`src/rtl/uart_rx_frame_sampler.sv`:
```
// UART receive front end: two-flop synchroniser, mid-bit sampling,
// stop-bit check, one-cycle valid / framing-error strobes.
module uart_rx_frame_sampler #(
  parameter int CLKS_PER_BIT = 16,
  parameter int DATA_BITS    = 8
) (
  input  logic                 i_clock,
  input  logic                 i_async_reset,
  input  logic                 i_rx,
  output logic [DATA_BITS-1:0] o_data,
  output logic                 o_data_valid,
  output logic                 o_framing_error,
  output logic                 o_busy
);

  localparam int CNT_W = $clog2(CLKS_PER_BIT);
  localparam int IDX_W = $clog2(DATA_BITS + 1);

  localparam logic [CNT_W-1:0] CNT_HALF =
    CNT_W'(CLKS_PER_BIT / 2 - 1);
  localparam logic [CNT_W-1:0] CNT_LAST =
    CNT_W'(CLKS_PER_BIT - 1);
  localparam logic [IDX_W-1:0] IDX_LAST =
    IDX_W'(DATA_BITS - 1);

  localparam logic [2:0] S_IDLE  = 3'd0;
  localparam logic [2:0] S_START = 3'd1;
  localparam logic [2:0] S_DATA  = 3'd2;
  localparam logic [2:0] S_STOP  = 3'd3;
  localparam logic [2:0] S_WAITH = 3'd4;

  logic                 sync1_q;
  logic                 sync2_q;
  logic [2:0]           state_q, state_d;
  logic [CNT_W-1:0]     cnt_q, cnt_d;
  logic [IDX_W-1:0]     idx_q, idx_d;
  logic [DATA_BITS-1:0] shreg_q, shreg_d;
  logic [DATA_BITS-1:0] data_q, data_d;
  logic                 valid_q, valid_d;
  logic                 ferr_q, ferr_d;

  // Sync flops idle high so reset never looks like a start bit.
  always_ff @(posedge i_clock or posedge i_async_reset) begin
    if (i_async_reset) begin
      sync1_q <= 1'b1;
      sync2_q <= 1'b1;
    end else begin
      sync1_q <= i_rx;
      sync2_q <= sync1_q;
    end
  end

  always_comb begin
    state_d = state_q;
    cnt_d   = cnt_q;
    idx_d   = idx_q;
    shreg_d = shreg_q;
    data_d  = data_q;
    valid_d = 1'b0;
    ferr_d  = 1'b0;
    case (state_q)
      S_IDLE: begin
        cnt_d = '0;
        idx_d = '0;
        if (!sync2_q) begin
          state_d = S_START;
        end
      end
      S_START: begin
        if (cnt_q == CNT_HALF) begin
          cnt_d   = '0;
          state_d = sync2_q ? S_IDLE : S_DATA;
        end else begin
          cnt_d = cnt_q + CNT_W'(1);
        end
      end
      S_DATA: begin
        if (cnt_q == CNT_LAST) begin
          shreg_d = {sync2_q, shreg_q[DATA_BITS-1:1]};
          cnt_d   = '0;
          idx_d   = idx_q + IDX_W'(1);
          if (idx_q == IDX_LAST) begin
            state_d = S_STOP;
          end
        end else begin
          cnt_d = cnt_q + CNT_W'(1);
        end
      end
      S_STOP: begin
        if (cnt_q == CNT_LAST) begin
          cnt_d = '0;
          if (sync2_q) begin
            data_d  = shreg_q;
            valid_d = 1'b1;
            state_d = S_IDLE;
          end else begin
            ferr_d  = 1'b1;
            state_d = S_WAITH;
          end
        end else begin
          cnt_d = cnt_q + CNT_W'(1);
        end
      end
      // A held-low line (break) must go high before a new start.
      S_WAITH: begin
        if (sync2_q) begin
          state_d = S_IDLE;
        end
      end
      default: begin
        state_d = S_IDLE;
        cnt_d   = '0;
        idx_d   = '0;
      end
    endcase
  end

  always_ff @(posedge i_clock or posedge i_async_reset) begin
    if (i_async_reset) begin
      state_q <= S_IDLE;
      cnt_q   <= '0;
      idx_q   <= '0;
      shreg_q <= '0;
      data_q  <= '0;
      valid_q <= 1'b0;
      ferr_q  <= 1'b0;
    end else begin
      state_q <= state_d;
      cnt_q   <= cnt_d;
      idx_q   <= idx_d;
      shreg_q <= shreg_d;
      data_q  <= data_d;
      valid_q <= valid_d;
      ferr_q  <= ferr_d;
    end
  end

  assign o_data          = data_q;
  assign o_data_valid    = valid_q;
  assign o_framing_error = ferr_q;
  assign o_busy          = (state_q != S_IDLE);

endmodule

```
`config.mk`:
```
export PLATFORM = sky130hd
export DESIGN_NAME = uart_rx_frame_sampler
export DESIGN_NICKNAME = d
export VERILOG_FILES = /design/src/rtl/uart_rx_frame_sampler.sv
export SDC_FILE = /design/constraint.sdc
export NUM_CORES = 1
export LEC_CHECK = 0
export ABC_AREA = 1
export CORE_MARGIN = 2
export CORE_UTILIZATION = 55
export DETAILED_ROUTE_END_ITERATION = 8
export GPL_ROUTABILITY_DRIVEN = 0
export PLACE_DENSITY = 0.87
export SLEW_MARGIN = 20
export SYNTH_ARGS = -nofsm -noshare
export SYNTH_HDL_FRONTEND = slang
export SYNTH_SLANG_ARGS = --single-unit
export TNS_END_PERCENT = 1
```
`constraint.sdc`:
```
create_clock -name i_clock -period 3.3 [get_ports i_clock]
set_input_delay 0.495 -clock i_clock [delete_from_list [all_inputs] [get_ports i_clock]]
set_output_delay 0.495 -clock i_clock [all_outputs]
set_load 0.05 [all_outputs]
```
==> flow_summary.json <==
{
  "status": "finished clean",
  "yosysWarnings": 0,
  "fp-row-count": 18,
  "cts.path.max_buffers": 2,
  "drv_cap": 0,
  "cts_inserted_buffers": 5,
  "die-area_mm2": 0.003010,
  "arrival_ps": 1800,
  "p_leak_uw": 0.0007667,
  "cts.sink_count": 31,
  "synth_nets": 153,
  "grt_setup_unrepaired": "no",
  "finalClockSkew_ps": 11.88,
  "global_route.overflow_total": 0,
  "half_perimeter_wire_length_after_placement_um": 1806,
  "crit_path_cell_trace": "nor2_2 -> nand2_1 -> clkdlybuf4s50_1",
  "port_buffers": 13,
  "postSynth.asyncResetShare_pct": 100.0,
  "floorplan.io_pins": 14,
  "netlist_area_mm2": 0.001423,
  "worst_path_buffer_plus_inverter_count": 1,
  "fillers": 193,
  "final_hold_viol_count": 0,
  "detail_route.drc_violations": 0,
  "post-synth-top-count-cell": "nand2_1",
  "flow.area_growth_from_synthesis_pct": 14.25,
  "hold_path.class": "reg -> reg",
  "fin_setup_tns_ps": 0,
  "largest_net_degree_at_the_start_of_global_routing": 32,
  "timing.critical_path.slowest_stage_cell": "clkdlybuf4s50_1",
  "synth-seq-cells": 31,
  "dp_worst_setup_slack_ps": 1366,
  "antenna_found_initial": 0,
  "max_ir_drop_vdd_mv": 0.4228,
  "cts_tree": "done",
  "clock.fmax_mhz": 436.0,
  "first_global_vias": 996,
  "pwr_density_cell_mw_per_mm2": 569.8,
  "synthCells": 148,
  "fin_nets": 172,
  "synth_largest_area_cell": "dfrtp_1",
  "floorplan.die.width_um": 54.86,
  "post_route_cells_drive_above_1_share_pct": 20.24,
  "critical_path.max_stage_delay_ps": 700,
  "groute.usage.overall_pct": 21.30,
  "final_critical_path_setup_slack_ps": 1007,
  "drt-vias-per-instance": 5.253,
  "yosys.cell_types.count": 20,
  "initial_core_util_pct": 57.95,
  "clk_transition_reported_paths_ps": 90,
  "firstDrtPassIters": 5,
  "number_of_enable_flip_flop_cells_after_synthesis": 0,
  "worstMarginPinSlew_ps": 496.9,
  "fp.dieH_um": 54.86,
  "totalPowerFinal_uw": 926.2,
  "count_of_cells_resized_by_post_cts_repair": 0,
  "synthesis.area_per_instance_um2": 9.612,
  "timing.max_slew.rel_slack_pct": 66.77,
  "timing.critical_path.required_ps": 2800,
  "core_mm2": 0.002455,
  "synth.top_cells.by_area": "dfrtp_1 (51%), nand2_1 (8.2%), o21ai_2 (4.9%)",
  "clk_latency_ps": 330,
  "cts_root_buffer": "clkbuf_4",
  "route.final.wire_length_um": 2575,
  "critPathMaxFanout": 6,
  "synth.top_cell.area_share_pct": 51.01,
  "post_placement_cell_count": 190,
  "yosysSeqAreaShare_pct": 54.71,
  "netlist_top_cells_count": "nand2_1 (31), dfrtp_1 (29), inv_1 (16), o21ai_0 (13), nand3_1 (11)",
  "worstSetupStartpointType": "flop",
  "worst_setup_path_end_kind": "output pin",
  "drt.antenna.violating_nets": 0,
  "part_of_the_cycle_the_worst_path_needs_pct": 69.50,
  "final_period_minus_worst_setup_slack_ps": 2293,
  "detail_route.iter0.violations": 26,
  "avgRoutedWirePerCell_um": 13.01,
  "num_vias": 1040,
  "timing.final.setup_violations": 0,
  "cp_top_family": "buffers and inverters",
  "cts_htree_levels": 2,
  "post_layout_nonfiller_instances": 198,
  "slew_viol_final": 0,
  "insertedDiodeCount": 0,
  "cts.repair_timing.setup_buffer_count": 0,
  "grt_pass1_wl_um": 4284,
  "yosys_most_used_dff": "dfrtp_1",
  "postCtsHoldBufs": 0,
  "criticalPathCategory": "reg -> out"
}
[report_power, final]
group	leakage [uW]	internal, uW	switching, uW
clock network	0.0000293	82.9	123
registers	0.000421	408	33.3
logic	0.000316	91.0	188
[final timing paths]
kind	slack [ps]	start	depth (start not counted)	end
hold / removal	360	sync1_q	0	sync2_q
max in group asynchronous	2420	i_async_reset	3	sync1_q
setup / recovery	1010	state_q[0]	3	o_busy
hold reg to reg	360	sync1_q	0	sync2_q
setup reg to reg	1770	cnt_q[0]	6	o_data[5]
min in group asynchronous	540	i_async_reset	3	idx_q[0]
[placed cells by master, fill, tap and decap left out]
cell / count
mux2i_1: 1
inv_2: 3
clkbuf_4: 5
nand3_2: 2
dfstp_2: 2
o21ai_1: 3
clkbuf_1: 2
buf_4: 1
nand3_1: 11
dfrtp_1: 29
nor2_4: 4
clkinv_2: 1
nor2_1: 7
o21ai_2: 8
inv_1: 16
ha_1: 2
o21ai_0: 13
clkdlybuf4s50_1: 13
xor2_1: 3
nand2_2: 3
nand3_4: 1
a21oi_1: 3
nor2_2: 4
nand2_1: 31
[final cells by class]
type | count | area (um2) | area share (%)
Inverter | 19 | 71.32 | 4.388
Sequential cell | 31 | 778.2 | 47.88
Clock buffer | 7 | 45.04 | 2.771
Clock inverter | 1 | 5.005 | 0.3079
Timing Repair Buffer | 14 | 137.6 | 8.468
Tap cell | 30 | 37.54 | 2.309
Multi-Input combinational cell | 96 | 550.5 | 33.87
[through the flow]
stage                     util, %  hold slack [ps]  cell area (um2)
after floorplan                 -            345.2             1423
after global placement      64.17            348.0             1575
after detailed placement    64.17            348.7             1575
after CTS                   66.21            360.7             1625
after global routing        66.21            366.0             1625
final                       66.21            360.6             1625
[worst reg2reg max path, delay by kind of cell, from the launching register on]
family                     cells  cell delay (ps)
AOI/OAI and AO/OA              1               70
adders and majority gates      1              230
and+or+nand+nor                3              570
DFF                            1              400
buffers and inverters          1              140
[logic make-up after synthesis]
kind of cell	Yosys count	share of synthesized area [%]
adders and majority gates	2	1.759
DFF	31	54.71
AOI/OAI and AO/OA	27	11.61
and+or+nand+nor	63	22.78
xor gates and xnor gates	3	1.847
buffers and inverters	21	6.596
muxes	1	0.7036
[sequential cells by signal (all words and copies together), names as in the netlist]
register,cells
shreg_q,8
sync1_q,1
state_q,3
sync2_q,1
o_framing_error,1
idx_q,4
o_data_valid,1
cnt_q,4
o_data,8
[routing by layer]
metal	track usage, %	share of wire, %	up-vias	wire, um
met5	0	0	-	0
met4	10.83	1.9	0	50
met3	8.470	5.0	5	129
met2	34.33	49	21	1271
met1	24.29	44	506	1122
li1	-	-	508	-
No activity file was read; power rests on OpenSTA's default activity.
